$ cat config.mk
export PLATFORM = sky130hd
export DESIGN_NAME = tbox_auto_player
export DESIGN_NICKNAME = d
export VERILOG_FILES = /design/src/rtl/tbox_auto_player.sv
export SDC_FILE = /design/constraint.sdc
export NUM_CORES = 1
export LEC_CHECK = 0
export BUFFER_PORTS_ARGS = -buffer_cell sky130_fd_sc_hd__clkbuf_2
export CAP_MARGIN = 0
export CORE_ASPECT_RATIO = 1.5
export CORE_MARGIN = 5
export CORE_UTILIZATION = 25
export DETAILED_ROUTE_END_ITERATION = 10
export PLACE_DENSITY = 0.52
export SLEW_MARGIN = 30
export SYNTH_ARGS = -nofsm -noshare
export SYNTH_HDL_FRONTEND = slang
export SYNTH_SLANG_ARGS = --single-unit
$ cat constraint.sdc
create_clock -name clk -period 5.4 [get_ports clk]
set_clock_uncertainty 0.2 [all_clocks]
set_input_delay 1.08 -clock clk [delete_from_list [all_inputs] [get_ports clk]]
set_output_delay 1.08 -clock clk [all_outputs]
set_load 0.02 [all_outputs]
$ cat src/rtl/tbox_auto_player.sv
// tbox_auto_player: automatic tic-tac-toe opponent.
// Scans win, block, then preference order and issues one set pulse.
module tbox_auto_player #(
  parameter bit          MY_SYMBOL   = 1'b0,
  parameter int unsigned ACK_TIMEOUT = 4
) (
  input  logic       clk,
  input  logic       reset_n,
  input  logic       start,
  input  logic [8:0] valid,
  input  logic [8:0] symbol,
  input  logic [1:0] game_state,
  output logic [1:0] row,
  output logic [1:0] col,
  output logic       set,
  output logic       busy,
  output logic       done,
  output logic [1:0] err
);

  typedef enum logic [2:0] {
    IDLE,
    SCAN_WIN,
    SCAN_BLK,
    PREF,
    ISSUE,
    WAIT,
    DONE
  } state_e;

  localparam logic [3:0] TMO = 4'(ACK_TIMEOUT);

  // entry i (4 bits) is the i-th preferred cell
  localparam logic [35:0] PREF_ORDER = {
    4'd7, 4'd5, 4'd3, 4'd1, 4'd8,
    4'd6, 4'd2, 4'd0, 4'd4
  };

  localparam logic [1:0] ERR_OK  = 2'b00;
  localparam logic [1:0] ERR_NP  = 2'b01;
  localparam logic [1:0] ERR_TMO = 2'b10;

  function automatic logic [11:0] line_cells(
    input logic [2:0] l
  );
    case (l)
      3'd0:    line_cells = {4'd0, 4'd1, 4'd2};
      3'd1:    line_cells = {4'd3, 4'd4, 4'd5};
      3'd2:    line_cells = {4'd6, 4'd7, 4'd8};
      3'd3:    line_cells = {4'd0, 4'd3, 4'd6};
      3'd4:    line_cells = {4'd1, 4'd4, 4'd7};
      3'd5:    line_cells = {4'd2, 4'd5, 4'd8};
      3'd6:    line_cells = {4'd0, 4'd4, 4'd8};
      default: line_cells = {4'd2, 4'd4, 4'd6};
    endcase
  endfunction

  function automatic logic [3:0] cell_rc(
    input logic [3:0] c
  );
    case (c)
      4'd0:    cell_rc = 4'b0101;
      4'd1:    cell_rc = 4'b0110;
      4'd2:    cell_rc = 4'b0111;
      4'd3:    cell_rc = 4'b1001;
      4'd4:    cell_rc = 4'b1010;
      4'd5:    cell_rc = 4'b1011;
      4'd6:    cell_rc = 4'b1101;
      4'd7:    cell_rc = 4'b1110;
      4'd8:    cell_rc = 4'b1111;
      default: cell_rc = 4'b0000;
    endcase
  endfunction

  state_e     state_q, state_d;
  logic [2:0] idx_q, idx_d;
  logic [3:0] cell_q, cell_d;
  logic [3:0] cnt_q, cnt_d;
  logic [1:0] row_q, row_d;
  logic [1:0] col_q, col_d;
  logic       set_q, set_d;
  logic       busy_q, busy_d;
  logic       done_q, done_d;
  logic [1:0] err_q, err_d;

  logic [3:0] ca, cb, cc;
  logic       scan_sym;
  logic       ma, mb, mc;
  logic       ea, eb, ec;
  logic       hit;
  logic [3:0] hit_cell;
  logic       pref_ok;
  logic [3:0] pref_cell;
  logic       my_turn;
  logic       playable;
  logic       acked;

  always_comb begin
    {ca, cb, cc} = line_cells(idx_q);
    scan_sym = (state_q == SCAN_BLK) ?
               ~MY_SYMBOL : MY_SYMBOL;
    ma = valid[ca] && (symbol[ca] == scan_sym);
    mb = valid[cb] && (symbol[cb] == scan_sym);
    mc = valid[cc] && (symbol[cc] == scan_sym);
    ea = !valid[ca];
    eb = !valid[cb];
    ec = !valid[cc];
    hit      = 1'b0;
    hit_cell = 4'd0;
    if (ma && mb && ec) begin
      hit      = 1'b1;
      hit_cell = cc;
    end else if (ma && mc && eb) begin
      hit      = 1'b1;
      hit_cell = cb;
    end else if (mb && mc && ea) begin
      hit      = 1'b1;
      hit_cell = ca;
    end
  end

  // walk backwards so the earliest preferred empty cell wins
  always_comb begin
    pref_ok   = 1'b0;
    pref_cell = 4'd0;
    for (int i = 8; i >= 0; i--) begin
      if (!valid[PREF_ORDER[i*4 +: 4]]) begin
        pref_ok   = 1'b1;
        pref_cell = PREF_ORDER[i*4 +: 4];
      end
    end
  end

  // X moves on an even count, so parity equals O's turn
  assign my_turn  = (^valid) ^ MY_SYMBOL;
  assign playable = (game_state == 2'b00) && my_turn;
  assign acked    = valid[cell_q] &&
                    (symbol[cell_q] == MY_SYMBOL);

  always_comb begin
    state_d = state_q;
    idx_d   = idx_q;
    cell_d  = cell_q;
    cnt_d   = cnt_q;
    row_d   = row_q;
    col_d   = col_q;
    set_d   = 1'b0;
    busy_d  = busy_q;
    done_d  = 1'b0;
    err_d   = err_q;
    unique case (state_q)
      IDLE: begin
        if (start) begin
          busy_d = 1'b1;
          if (!playable) begin
            state_d = DONE;
            err_d   = ERR_NP;
          end else begin
            state_d = SCAN_WIN;
            idx_d   = 3'd0;
            err_d   = ERR_OK;
          end
        end
      end
      SCAN_WIN, SCAN_BLK: begin
        if (hit) begin
          state_d        = ISSUE;
          cell_d         = hit_cell;
          {row_d, col_d} = cell_rc(hit_cell);
          set_d          = 1'b1;
        end else if (idx_q == 3'd7) begin
          idx_d   = 3'd0;
          state_d = (state_q == SCAN_WIN) ?
                    SCAN_BLK : PREF;
        end else begin
          idx_d = idx_q + 3'd1;
        end
      end
      PREF: begin
        if (pref_ok) begin
          state_d        = ISSUE;
          cell_d         = pref_cell;
          {row_d, col_d} = cell_rc(pref_cell);
          set_d          = 1'b1;
        end else begin
          state_d = DONE;
          done_d  = 1'b1;
          err_d   = ERR_NP;
        end
      end
      ISSUE: begin
        state_d = WAIT;
        cnt_d   = 4'd0;
      end
      WAIT: begin
        if (acked) begin
          state_d = DONE;
          done_d  = 1'b1;
          err_d   = ERR_OK;
        end else begin
          cnt_d = cnt_q + 4'd1;
          if (cnt_d == TMO) begin
            state_d = DONE;
            done_d  = 1'b1;
            err_d   = ERR_TMO;
          end
        end
      end
      DONE: begin
        // an early reject arrives without done and reports a cycle later
        if (!done_q) begin
          done_d = 1'b1;
        end else begin
          state_d = IDLE;
          busy_d  = 1'b0;
          row_d   = 2'b00;
          col_d   = 2'b00;
        end
      end
      default: begin
        state_d = IDLE;
        busy_d  = 1'b0;
      end
    endcase
  end

  always_ff @(posedge clk or negedge reset_n) begin
    if (!reset_n) begin
      state_q <= IDLE;
      idx_q   <= 3'd0;
      cell_q  <= 4'd0;
      cnt_q   <= 4'd0;
      row_q   <= 2'b00;
      col_q   <= 2'b00;
      set_q   <= 1'b0;
      busy_q  <= 1'b0;
      done_q  <= 1'b0;
      err_q   <= 2'b00;
    end else begin
      state_q <= state_d;
      idx_q   <= idx_d;
      cell_q  <= cell_d;
      cnt_q   <= cnt_d;
      row_q   <= row_d;
      col_q   <= col_d;
      set_q   <= set_d;
      busy_q  <= busy_d;
      done_q  <= done_d;
      err_q   <= err_d;
    end
  end

  assign row  = row_q;
  assign col  = col_q;
  assign set  = set_q;
  assign busy = busy_q;
  assign done = done_q;
  assign err  = err_q;

endmodule

* Word level (Yosys, flattened, before mapping) *
Memories as Yosys holds them, arrays and structs flattened.
Index checks and enable logic that the tools add are counted.

storage, ports and cells
  bits in writable memories = 0
  memories = 2
  output and inout bits = 9
  flip-flop bits (word level) = 23
  memory bits (read-only) = 128
  latch bits = 0

memory list
  memory            depth  width  read ports  clocked after Yosys merged registers in  write ports  RTL line  source
  (name not given)  16     4      1           0                                        0            61        case (c)
  (name not given)  16     4      1           0                                        0            61

operators by class
  reduce and logical (&&, ||, !) cells = 32
  add/subtract/negate cells = 2
  order comparisons = 4
  bitwise operators = 2
  multiplexer cells = 86
  equal/unequal tests = 27
  multiply operators = 0
  divide/modulo/power cells = 0
  shifts and indexed selects = 0

operators with widths
  kind                number
  $pmux 11 s7         1
  $mux 4              14
  $mux 3              12
  $bmux 1 s4          8
  $mux 1              31
  $eq 3x3->1 const B  7
  $lt 4x5->1 const B  4
  $mux 2              10
  $pmux 2 s3          3
  $pmux 3 s6          1
  $ne 2x2->1 const B  8
  $pmux 4 s2          2
  $reduce_and 4->1    4
  $eq 3x2->1 const B  4
  $logic_and 1x1->1   11
  $reduce_xor 9->1    1
  $eq 3x1->1 const B  2
  $logic_not 3->1     2
  $ne 3x3->1 const B  2
  $pmux 1 s3          2
  $pmux 3 s2          1
  $reduce_and 3->1    2
  $reduce_bool 2->1   3
  $reduce_bool 3->1   2
  other kinds (11)    16

* Logic depth before layout (Yosys ltp) *
Gate-level depths: netlist of the first run.
An unclocked memory read counts as a cell.

  depth in word-level cells = 14
  gate-level depth with buffers = 18
  gate-level depth less buffers = 15

* Least setup slack after synthesis of the first run *
OpenSTA, ideal clock, no wires.

  path type = input to register
  from = input symbol[7]
  to = register row_q[0] (netlist: row[0])
  data arrival time = 3.689 ns
  cell stages on the path = 11
  path slack = 1.369 ns
  buffers on the path = 0
  library setup time = 0.142 ns
  data required time = 5.058 ns
  path through = mux2_2 a222oi_1 mux2i_1 xor2_1 nor4bb_1 a21oi_1 o32ai_1 ha_1 inv_1 o311ai_1 o221ai_1

between the ends
  cells in the longest elaborated chain, start to end = 12
  elaborated cells between the ends (all ways) = 29
  classes of those cells = eq/ne (4); mux (14); reduce/logical (10); memory (1)

RTL lines
  element                               RTL line  source
  start: declaration                    11        input logic [8:0] symbol,
  $bmux 1 s4 (on tied branches)         103, 104
  $mux 1 (on tied branches)             103, 104
  $eq 1x1->1 (on tied branches)         103, 104
  $logic_and 1x1->1 (on tied branches)  103, 104
  $logic_and 1x1->1 (2 in a row)        116       end else if (mb && mc && ea) begin
  $mux 4                                116
  $mux 4                                113       end else if (ma && mc && eb) begin
  $mux 4                                110       if (ma && mb && ec) begin
  $mem_v2 16x4                          n/a
  $mux 2                                166       if (hit) begin
  $pmux 2 s3                            151       unique case (state_q)
  end signal: assignment                244       row_q <= row_d;
  end: declaration                      79        logic [1:0] row_q, row_d;

Parallel ways exist; a longest one is shown, timed or not. The select of a mux whose other input is x is not followed.
A chain may end at the register's enable or synchronous reset.

* Worst setup path after layout of the first run *
  from = register idx_q[1]
  to = register row_q[1] (netlist: row[1])

between the ends
  cells in the longest elaborated chain, start to end = 14
  elaborated cells between the ends (all ways) = 46
  classes of those cells = eq/ne (10); mux (21); reduce/logical (14); memory (1)

RTL lines
  element                                   RTL line  source
  start: declaration                        76        logic [2:0] idx_q, idx_d;
  start signal: assignment                  241       idx_q <= idx_d;
  $eq 3x3->1, or another cell as far along  46        case (l)
  $pmux 11 s7 (*)                           46
  $bmux 1 s4 (on tied branches)             103, 104
  $mux 1 (on tied branches)                 103, 104
  $eq 1x1->1 (on tied branches)             103, 104
  $logic_and 1x1->1 (on tied branches)      103, 104
  $logic_and 1x1->1 (2 in a row)            116
  $mux 4                                    116
  $mux 4                                    113
  $mux 4                                    110
  $mem_v2 16x4                              n/a
  $mux 2                                    166
  $pmux 2 s3                                151

Every way passes the cells marked *; elsewhere a longest branch is shown, timed or not. The select of a mux whose other input is x is not followed.

==> summary.log, run 1 <==
INFO  critical_path  setup.worst_path.start_class=register
INFO  die            floorplan.initialDensity=25.4%
INFO  die            fp.dieArea=0.0134sqmm
INFO  timing         timing.setup.tns=0ps
INFO  yosys          synthTopCellsByCount=sky130_fd_sc_hd__nor2_1, sky130_fd_sc_hd__nand2_1, sky130_fd_sc_hd__dfrtp_1, sky130_fd_sc_hd__inv_1, sky130_fd_sc_hd__o21ai_0
INFO  pwr            comb_pwr_share=74.2%
INFO  cts            clock_path_buffers=2
INFO  placed_design  place.gp.congestion=0.888
INFO  die            io_pins=32
INFO  run_status     status=complete, no violations
INFO  detailed_routing remaining_drc_errors=0
INFO  yosys          synth.ff_latch_count=23
INFO  die            overall_die_height=139um
INFO  detailed_routing detail_route.iter0.violations=224
INFO  cts            cts_hold_buffers=0
INFO  flow_run       max-cap-violations=0
INFO  critical_path  critical_path_class=reg -> reg
INFO  detailed_routing dr.pass1.iters=4
INFO  critical_path  critPathMaxFanout=16
INFO  grt            grt_first_pass_wirelength=13.3mm
INFO  cells_and_area ratio_of_cells_with_drive_above_1_in_the_final_layout=15.1%
INFO  pwr            p_switching=1.06mW
INFO  timing         maxSlewViolCount=0
INFO  timing         timing.slew.headroom=51.3%
INFO  cells_and_area nFillCells=1218
INFO  timing         final-hold-violation-count=0
INFO  critical_path  timing.critical_path.max_delay_family=compound AO/OA/AOI/OAI gates
INFO  cells_and_area sequential_cell_area=576squm
INFO  critical_path  crit_chain=inv_1 -> ha_1 -> mux2_2 -> a222oi_1 -> mux2i_1 -> xor2_1 -> nor4bb_1 -> a21oi_1 -> o32ai_1 -> inv_1 -> ha_1 -> nand2_1 -> nand2_1 -> o311ai_0 -> a31oi_1
INFO  critical_path  timing.critical_path.slowest_cell_delay=650ps
INFO  timing         finalCriticalPeriod=4780ps
INFO  pwr            total_power=2.00mW
INFO  detailed_routing finalWirelength=8.36mm
INFO  yosys          synth_top_cell_area_share=20.6%
INFO  detailed_routing detail_route.vias_per_cell=5.12
INFO  placed_design  placedInstanceArea=0.00300sqmm
INFO  timing         finalSetupViolCount=0
INFO  detailed_routing drtAntennaViolNets=0
INFO  yosys          cell_area_after_technology_mapping=0.00279sqmm
INFO  critical_path  worst-path-buf-inv=2
INFO  cells_and_area fin_nets=411
INFO  cells_and_area layout-area-overhead-vs-synth=10.4%
INFO  yosys          synth.lib_cells_used.distinct=71
INFO  timing         fin_crit_sh=88.5%
INFO  pwr            power.static_leakage=1.32nW
INFO  cts            clock_latency=260ps
INFO  hold_path      hold_path.class=reg -> reg
INFO  grt            antenna_found_initial=0
INFO  cts            cts_buffers=3
INFO  yosys          synth_most_common_cell=sky130_fd_sc_hd__nor2_1
INFO  yosys          asyncSetResetFlopFracSynth=100%
INFO  cts            cts.clk_slew.worst_paths=60ps
INFO  yosys          synth_area_per_cell=7.89squm
INFO  cts            cts.sinks=23
INFO  cts            cts_max_level=1
INFO  detailed_routing route.detailed.wl_per_inst=16.2um
INFO  yosys          synth_edf_count=0
INFO  pwr            powerDensity=647mW/mm^2
INFO  die            die_x=96.3um
INFO  timing         worst_pin_slew=728ps
INFO  grt            first_global_vias=2604
INFO  pwr            p_clk_share=8.2%
INFO  yosys          synth.largest_area_cell=sky130_fd_sc_hd__dfrtp_1
INFO  die            fp.coreArea=0.0110sqmm
INFO  grt            grt_overflow=0
INFO  yosys          synthFlopType=sky130_fd_sc_hd__dfrtp_1
INFO  pwr            internal_power=934uW
INFO  timing         hold_ws=304ps
INFO  critical_path  crit_slowest_cell=sky130_fd_sc_hd__o32ai_1
INFO  yosys          syn-instance-count=354
INFO  critical_path  crit_required=5330ps
INFO  placed_design  dpl.hpwl=6.73mm
INFO  yosys          netlist_top_cells_area=sky130_fd_sc_hd__dfrtp_1, sky130_fd_sc_hd__ha_1, sky130_fd_sc_hd__nor2_1
INFO  yosys          synth_nets=394
INFO  yosys          share_of_synthesized_area_occupied_by_flip_flops_and_latches=20.6%
INFO  timing         max_freq=209MHz
INFO  cts            cts.repair.resized=0
INFO  critical_path  worstPathArrival=4710ps
INFO  cells_and_area multiInputGateArea=0.00200sqmm
INFO  critical_path  cp-end-kind=register
INFO  cells_and_area fin_area=0.00308sqmm
INFO  yosys          yosys_warnings=0
INFO  cts            tritoncts=yes
INFO  cts            post_cts_buffers=0
INFO  grt            global_route.usage.total=12.6%
INFO  placed_design  io_buffer_count=31
INFO  die            num_rows=47
INFO  detailed_routing vias=2647
INFO  pwr            switch_share=53.2%
INFO  pwr            peakVddDrop=0.000165V
INFO  cells_and_area num_antenna_cells=0
INFO  grt            grt_max_degree=24
INFO  timing         grt_setup_unrepaired=false
INFO  cts            clock_tree.root_cell=sky130_fd_sc_hd__clkbuf_16
INFO  pwr            pwr-share-seq=17.6%
-- layout make-up --
cell class | count | share of cell area [%]
Timing Repair Buffer | 33 | 5.52
Clock inverter | 1 | 0.162
Sequential cell | 23 | 18.7
Multi-Input combinational cell | 289 | 64.7
Clock buffer | 3 | 2.43
Inverter | 21 | 2.56
Tap cell | 147 | 5.96
-- sequential cells by signal, indices dropped and copies added, names as in the netlist --
| signal | cells |
|---|---|
| set | 1 |
| done | 1 |
| err | 2 |
| idx_q | 3 |
| state_q | 3 |
| row | 2 |
| col | 2 |
| cnt_q | 4 |
| busy | 1 |
| cell_q | 4 |
-- worst reg2reg max path, delay by kind of cell (launching register included) --
| family | cells | cell delay, ps |
|---|---|---|
| buffers and inverters | 2 | 270 |
| multiplexers | 2 | 570 |
| AO/OA/AOI/OAI | 5 | 1450 |
| flip-flops | 1 | 440 |
| AND/OR/NAND/NOR | 3 | 740 |
| adder cells (fa/ha/maj) | 2 | 790 |
| XOR/XNOR | 1 | 190 |
-- layout by cell type, fill, tap and decap left out, drive strengths merged, types with 5 or more instances in the layout --
cell / count
dfrtp: 23
or3: 5
ha: 17
clkbuf: 34
nand2: 37
o21ai: 23
a31oi: 11
nor3: 9
inv: 21
a21oi: 15
xnor2: 9
nor2: 45
mux2: 9
a211oi: 6
nand3: 15
mux2i: 16
-- power by group through the flow --
stage                     Clock (mW)  Sequential (mW)  Combinational, mW
after global placement             0            0.354               1.46
after global routing           0.175            0.367               1.63
after detailed placement           0            0.356               1.47
final                          0.163            0.352               1.48
after floorplan                    0            0.320               1.21
after CTS                      0.168            0.353               1.48
-- final timing paths --
check	startpoint	slack, ps	end	depth (start not counted)
min	err[1]	300	err[1]	1
max in group asynchronous	reset_n	3990	cnt_q[3]	1
min reg2reg	err[1]	300	err[1]	1
max	idx_q[1]	620	row[1]	15
min in group asynchronous	reset_n	620	idx_q[1]	1
max reg2reg	idx_q[1]	620	row[1]	15
-- routing by layer --
layer / track usage (%) / vias up / share of wire (%)
met4: 7.46 / 0 / 5.7
met3: 1.35 / 30 / 3.6
met5: 0 / - / 0
met2: 21.8 / 75 / 50
li1: - / 1317 / -
met1: 14.3 / 1225 / 40
-- through the flow --
stage	setup WS (ps)	utilization [%]	cells
floorplan	1370	-	354
global placement	746	27.3	513
detailed placement	642	27.3	513
CTS	622	28.0	517
global route	253	28.0	517
finish	622	28.0	517
-- cells by family (layout without fill, tap and decap cells) --
| logic type | after synthesis | after routing | synth area share [%] |
|---|---|---|---|
| AND/OR/NAND/NOR | 145 | 145 | 25.9 |
| AO/OA/AOI/OAI | 90 | 90 | 24.4 |
| buffers and inverters | 42 | 58 | 7.93 |
| multiplexers | 25 | 25 | 9.81 |
| flip-flops | 23 | 23 | 20.6 |
| adder cells (fa/ha/maj) | 17 | 17 | 7.62 |
| XOR/XNOR | 12 | 12 | 3.76 |
(Power assumes the default switching activity.)
==> run 2: changes to the inputs <==
--- a/config.mk
+++ b/config.mk
@@ -6,12 +6,12 @@
 export NUM_CORES = 1
 export LEC_CHECK = 0
 export BUFFER_PORTS_ARGS = -buffer_cell sky130_fd_sc_hd__clkbuf_2
-export CAP_MARGIN = 0
+export CAP_MARGIN = 40
 export CORE_ASPECT_RATIO = 1.5
 export CORE_MARGIN = 5
-export CORE_UTILIZATION = 25
+export CORE_UTILIZATION = 57
 export DETAILED_ROUTE_END_ITERATION = 10
-export PLACE_DENSITY = 0.52
+export PLACE_DENSITY = 0.89
 export SLEW_MARGIN = 30
 export SYNTH_ARGS = -nofsm -noshare
 export SYNTH_HDL_FRONTEND = slang
==> run 2 against run 1 <==
Wire length decreased by 12%; fmax increased by 0.15%; highest routed layer unchanged; sequential power decreased by 4%; sequential cell count unchanged; clock power decreased by 34%; register-to-register slack about the same; total power decreased by 3.5%; largest power group unchanged.
==> summary.log, run 2 (synthesized netlist as in run 1, its figures left out) <==
INFO  run_status     status=complete, no violations [unchanged]
INFO  cells_and_area postLayoutCoreUtil=61.3% [was 28.0%]
INFO  detailed_routing vias=2781 [was 2647]
INFO  pwr            total_power=1.93mW [was 2.00 mW]
INFO  timing         maxSlewViolCount=0 [unchanged]
INFO  critical_path  crit_chain=inv_1 -> ha_1 -> mux2_2 -> a222oi_1 -> mux2i_1 -> xor2_1 -> nor4bb_1 -> a21oi_1 -> o32ai_1 -> inv_1 -> ha_1 -> nand2_1 -> nand2_1 -> o311ai_1 -> o221ai_1 [was inv_1 -> ha_1 -> mux2_2 -> a222oi_1 -> mux2i_1 -> xor2_1 -> nor4bb_1 -> a21oi_1 -> o32ai_1 -> inv_1 -> ha_1 -> nand2_1 -> nand2_1 -> o311ai_0 -> a31oi_1]
INFO  critical_path  timing.critical_path.max_delay_family=compound AO/OA/AOI/OAI gates [unchanged]
INFO  flow_run       max-cap-violations=0 [unchanged]
INFO  cts            post_cts_buffers=0 [unchanged]
INFO  timing         timing.setup.tns=0ps [unchanged]
INFO  cells_and_area reg.largest.list=cell_q: 4 flops, cnt_q: 4 flops [unchanged]
INFO  pwr            peakVddDrop=0.000405V [was 0.000165 V]
INFO  critical_path  crit_slowest_cell=sky130_fd_sc_hd__nor4bb_1 [was sky130_fd_sc_hd__o32ai_1]
INFO  timing         finalSetupViolCount=0 [unchanged]
INFO  die            io_pins=32 [unchanged]
INFO  grt            first_global_vias=2625 [was 2604]
INFO  cells_and_area mostFrequentLayoutCell=sky130_fd_sc_hd__nor2_1 [unchanged]
INFO  cells_and_area layout-area-overhead-vs-synth=5.51% [was 10.4%]
INFO  cts            clock_latency=270ps [was 260 ps]
INFO  timing         timing.slew.headroom=54.3% [was 51.3%]
INFO  cts            cts.clk_slew.worst_paths=80ps [was 60 ps]
INFO  detailed_routing route.detailed.wl_per_inst=16.8um [was 16.2 um]
INFO  hold_path      hold_depth=1 [unchanged]
INFO  cts            tritoncts=yes [unchanged]
INFO  critical_path  critPathMaxFanout=16 [unchanged]
INFO  die            fp.dieArea=0.00643sqmm [was 0.0134 sq mm]
INFO  timing         final-hold-violation-count=0 [unchanged]
INFO  grt            grt_max_degree=24 [unchanged]
INFO  cts            cts_hold_buffers=0 [unchanged]
INFO  cts            cts.sinks=23 [unchanged]
INFO  timing         max_freq=210MHz [was 209 MHz]
INFO  timing         finalCriticalPeriod=4770ps [was 4780 ps]
INFO  placed_design  dpl.hpwl=5.75mm [was 6.73 mm]
INFO  cts            clock_path_buffers=2 [unchanged]
INFO  critical_path  critical_path_class=reg -> reg [unchanged]
INFO  timing         fin_crit_sh=88.3% [was 88.5%]
INFO  placed_design  io_buffer_count=31 [unchanged]
INFO  cells_and_area instances_no_fill=436 [was 517]
INFO  placed_design  placedInstanceArea=0.00290sqmm [was 0.00300 sq mm]
INFO  timing         hold_ws=322ps [was 304 ps]
INFO  timing         timing.final.ws_setup=629ps [was 622 ps]
INFO  hold_path      hold_path.class=reg -> reg [unchanged]
INFO  cts            cts_max_level=1 [unchanged]
INFO  cts            cts_buffers=3 [unchanged]
INFO  critical_path  worstPathArrival=4710ps [about the same]
INFO  timing         grt_setup_unrepaired=false [unchanged]
INFO  die            overall_die_height=95.7um [was 139 um]
INFO  grt            grt_overflow=0 [unchanged]
INFO  cells_and_area mostFrequentLayoutCells=sky130_fd_sc_hd__nor2_1, sky130_fd_sc_hd__nand2_1, sky130_fd_sc_hd__clkbuf_2 [unchanged]
INFO  pwr            power.static_leakage=1.30nW [was 1.32 nW]
INFO  cells_and_area fin_nets=411 [unchanged]
INFO  placed_design  place.detailed.instances=431 [was 513]
INFO  placed_design  post_placement_worst_setup_slack=747ps [was 642 ps]
INFO  pwr            powerDensity=654mW/mm^2 [was 647 mW/mm^2]
INFO  cts            clock_tree.root_cell=sky130_fd_sc_hd__clkbuf_8 [was sky130_fd_sc_hd__clkbuf_16]
INFO  detailed_routing detail_route.vias_per_cell=6.38 [was 5.12]
INFO  critical_path  cp-end-kind=register [unchanged]
INFO  grt            grt_first_pass_wirelength=11.9mm [was 13.3 mm]
INFO  detailed_routing detail_route.iter0.violations=259 [was 224]
INFO  detailed_routing dr.pass1.iters=6 [was 4]
INFO  cells_and_area num_antenna_cells=0 [unchanged]
INFO  timing         worst_pin_slew=676ps [was 728 ps]
INFO  die            die_x=67.2um [was 96.3 um]
INFO  critical_path  worst-path-buf-inv=2 [unchanged]
INFO  detailed_routing finalWirelength=7.34mm [was 8.36 mm]
INFO  cells_and_area ratio_of_cells_with_drive_above_1_in_the_final_layout=15.1% [unchanged]
INFO  critical_path  critical_path_depth=15 [unchanged]
INFO  grt            global_route.usage.total=24.0% [was 12.6%]
INFO  critical_path  reg2regPathDepth=15 [unchanged]
INFO  die            num_rows=31 [was 47]
INFO  grt            antenna_found_initial=0 [unchanged]
INFO  critical_path  timing.critical_path.slowest_cell_delay=640ps [was 650 ps]
INFO  die            floorplan.initialDensity=58.1% [was 25.4%]
INFO  critical_path  setup.worst_path.start_class=register [unchanged]
INFO  die            fp.coreArea=0.00481sqmm [was 0.0110 sq mm]
INFO  detailed_routing drtAntennaViolNets=0 [unchanged]
INFO  detailed_routing remaining_drc_errors=0 [unchanged]
INFO  critical_path  crit_required=5340ps [was 5330 ps]
INFO  placed_design  place.gp.congestion=0.978 [was 0.888]
INFO  cts            cts.repair.resized=0 [unchanged]
INFO  cells_and_area fin_area=0.00295sqmm [was 0.00308 sq mm]
[run 2: cell types whose count changed in the layout (fill, tap and decap cells not counted), sizes merged]
cell    before  now
clkbuf      34   35
buf          2    1
[run 2: path summary, 6_finish.rpt]
path | to | start | slack, ps
worst max-delay path | row[0] | idx_q[1] | 630
worst min-delay path | err[1] | err[1] | 320
worst max register to register | row[0] | idx_q[1] | 630
worst min register to register | err[1] | err[1] | 320
max in group asynchronous | cnt_q[2] | reset_n | 4040
min in group asynchronous | state_q[1] | reset_n | 590
[run 2: final cells by class]
class | count | area, sq um
Timing Repair Buffer | 33 | 168
Fill cell | 449 | 1860
Clock inverter | 1 | 5.00
Multi-Input combinational cell | 289 | 2000
Inverter | 21 | 78.8
Clock buffer | 3 | 41.3
Sequential cell | 23 | 576
Tap cell | 66 | 82.6
[run 2: where the power goes]
part	leakage (nW)	internal [mW]	switching (mW)
Combinational	0.992	0.583	0.897
Clock	0.0255	0.0516	0.0558
Sequential	0.286	0.242	0.0966
Total	1.30	0.877	1.05
[run 2: metal layers]
metal	routed length, um	GRT usage, %
met1	2750	26.6
met2	3750	42.2
met3	416	2.22
met4	428	16.6
met5	0	0
==> run 3: changes to the inputs <==
==> constraint.sdc (replaced) <==
create_clock -name clk -period 5.7 [get_ports clk]
set_clock_uncertainty 0.2 [all_clocks]
set_input_delay 1.14 -clock clk [delete_from_list [all_inputs] [get_ports clk]]
set_output_delay 1.14 -clock clk [all_outputs]
set_load 0.02 [all_outputs]
==> run 3 against run 2 <==
Via count decreased by 0.43%; cell count shrank 0.23%; setup slack better by 360 ps; sequential power fell by 6%; die area unchanged; non-clock buffer count is 1 lower; utilization decreased by 0.10 points; combinational power is 6% lower; clock-buffer cell count did not move; first-iteration DRC count is 3.5% lower; global-route usage shrank 0.25 points.
==> summary.log, run 3 (synthesized netlist as in run 1, its figures left out) <==
INFO  die            io_pins=32 [unchanged]
INFO  critical_path  worstPathArrival=4640ps [was 4710 ps]
INFO  critical_path  timing.critical_path.max_delay_family=compound AO/OA/AOI/OAI gates [unchanged]
INFO  detailed_routing remaining_drc_errors=0 [unchanged]
INFO  timing         timing.setup.tns=0ps [unchanged]
INFO  detailed_routing vias=2769 [was 2781]
INFO  detailed_routing drtAntennaViolNets=0 [unchanged]
INFO  cells_and_area fin_nets=410 [was 411]
INFO  critical_path  crit_required=5630ps [was 5340 ps]
INFO  hold_path      hold_depth=1 [unchanged]
INFO  timing         maxSlewViolCount=0 [unchanged]
INFO  timing         grt_setup_unrepaired=false [unchanged]
INFO  cts            cts.repair.resized=0 [unchanged]
INFO  cells_and_area layout-area-overhead-vs-synth=5.33% [was 5.51%]
INFO  cells_and_area reg.largest.list=cell_q: 4 flops, cnt_q: 4 flops [unchanged]
INFO  timing         finalCriticalPeriod=4710ps [was 4770 ps]
INFO  critical_path  timing.critical_path.slowest_cell_delay=670ps [was 640 ps]
INFO  critical_path  cp-end-kind=register [unchanged]
INFO  critical_path  reg2regPathDepth=15 [unchanged]
INFO  critical_path  critical_path_depth=15 [unchanged]
INFO  critical_path  worst-path-buf-inv=2 [unchanged]
INFO  pwr            powerDensity=617mW/mm^2 [was 654 mW/mm^2]
INFO  grt            antenna_found_initial=0 [unchanged]
INFO  flow_run       max-cap-violations=0 [unchanged]
INFO  pwr            peakVddDrop=0.000466V [was 0.000405 V]
INFO  cts            post_cts_buffers=0 [unchanged]
INFO  grt            grt_first_pass_wirelength=12.0mm [was 11.9 mm]
INFO  cells_and_area ratio_of_cells_with_drive_above_1_in_the_final_layout=14.9% [was 15.1%]
INFO  detailed_routing detail_route.vias_per_cell=6.37 [was 6.38]
INFO  grt            first_global_vias=2663 [was 2625]
INFO  cells_and_area num_antenna_cells=0 [unchanged]
INFO  die            fp.dieArea=0.00643sqmm [unchanged]
INFO  cts            clock_latency=260ps [was 270 ps]
INFO  die            num_rows=31 [unchanged]
INFO  cts            clock_tree.root_cell=sky130_fd_sc_hd__clkbuf_8 [unchanged]
INFO  grt            grt_overflow=0 [unchanged]
INFO  cts            cts.sinks=23 [unchanged]
INFO  run_status     status=complete, no violations [unchanged]
INFO  critical_path  crit_slowest_cell=sky130_fd_sc_hd__nor4bb_1 [unchanged]
INFO  critical_path  critPathMaxFanout=16 [unchanged]
INFO  detailed_routing detail_route.iter0.violations=250 [was 259]
INFO  critical_path  setup.worst_path.start_class=register [unchanged]
INFO  placed_design  dpl.hpwl=5.68mm [was 5.75 mm]
INFO  cts            cts_buffers=3 [unchanged]
INFO  cts            cts_hold_buffers=0 [unchanged]
INFO  detailed_routing finalWirelength=7.22mm [was 7.34 mm]
INFO  cells_and_area mostFrequentLayoutCell=sky130_fd_sc_hd__nor2_1 [unchanged]
INFO  critical_path  crit_chain=inv_1 -> ha_1 -> mux2_2 -> a222oi_1 -> mux2i_1 -> xor2_1 -> nor4bb_1 -> a21oi_1 -> o32ai_1 -> inv_1 -> ha_1 -> nand2_1 -> nand2_1 -> o311ai_1 -> o221ai_1 [unchanged]
INFO  timing         finalSetupViolCount=0 [unchanged]
INFO  timing         max_freq=212MHz [was 210 MHz]
INFO  cells_and_area postLayoutCoreUtil=61.2% [was 61.3%]
INFO  grt            grt_max_degree=24 [unchanged]
INFO  placed_design  io_buffer_count=31 [unchanged]
INFO  timing         hold_ws=320ps [was 322 ps]
INFO  die            floorplan.initialDensity=58.1% [unchanged]
INFO  die            fp.coreArea=0.00481sqmm [unchanged]
INFO  cts            cts_max_level=1 [unchanged]
INFO  cells_and_area mostFrequentLayoutCells=sky130_fd_sc_hd__nor2_1, sky130_fd_sc_hd__nand2_1, sky130_fd_sc_hd__clkbuf_2 [unchanged]
INFO  die            die_x=67.2um [unchanged]
INFO  detailed_routing dr.pass1.iters=5 [was 6]
INFO  die            overall_die_height=95.7um [unchanged]
INFO  cts            tritoncts=yes [unchanged]
INFO  timing         timing.slew.headroom=47.1% [was 54.3%]
INFO  pwr            power.static_leakage=1.30nW [about the same]
INFO  placed_design  place.gp.congestion=0.970 [was 0.978]
INFO  cts            cts.clk_slew.worst_paths=80ps [about the same]
INFO  timing         final-hold-violation-count=0 [unchanged]
INFO  timing         worst_pin_slew=792ps [was 676 ps]
INFO  timing         fin_crit_sh=82.6% [was 88.3%]
INFO  grt            global_route.usage.total=23.8% [was 24.0%]
INFO  critical_path  critical_path_class=reg -> reg [unchanged]
INFO  detailed_routing route.detailed.wl_per_inst=16.6um [was 16.8 um]
INFO  hold_path      hold_path.class=reg -> reg [unchanged]
INFO  cts            clock_path_buffers=2 [unchanged]
-- run 3: cell count changes in the layout (fill, tap and decap cells not counted), sizes merged --
cell	before	now
clkbuf	35	34
-- run 3: final timing paths --
kind | startpoint | end | slack [ps]
worst max register to register | idx_q[1] | row[0] | 990
worst max-delay path | idx_q[1] | row[0] | 990
worst min-delay path | err[1] | err[1] | 320
max in group asynchronous | reset_n | cnt_q[3] | 4280
min in group asynchronous | reset_n | busy | 650
worst min register to register | err[1] | err[1] | 320
-- run 3: per-stage QoR --
stage / cells / total power [mW] / setup slack [ps] / cell area (sq um)
after global placement: 431 / 1.65 / 1210 / 2900
after floorplan: 354 / 1.45 / 1610 / 2790
after CTS: 435 / 1.79 / 1060 / 2940
after global routing: 435 / 1.96 / 706 / 2940
after detailed placement: 431 / 1.69 / 1030 / 2900
final: 435 / 1.82 / 992 / 2940
-- run 3: power breakdown --
group | leakage (nW) | switching (mW) | internal, mW | total (mW)
clock network | 0.0255 | 0.0522 | 0.0488 | 0.101
logic | 0.987 | 0.843 | 0.551 | 1.39
registers | 0.286 | 0.0906 | 0.229 | 0.320
-- run 3: final cells by class --
class | instances | area (sq um)
clock inverter | 1 | 5.00
tap | 66 | 82.6
inverter | 21 | 78.8
sequential | 23 | 576
fill | 466 | 1870
multi-input combinational | 289 | 2000
clock buffer | 3 | 41.3
timing repair buffer | 32 | 163
-- run 3: metal layers --
layer  global-route usage [%]  up-vias  routed length, um
li1                         -     1315                  -
met1                     26.5     1312               2780
met2                     43.3      117               3790
met3                     1.75       25                362
met4                     13.5        0                284
met5                        0        -                  0
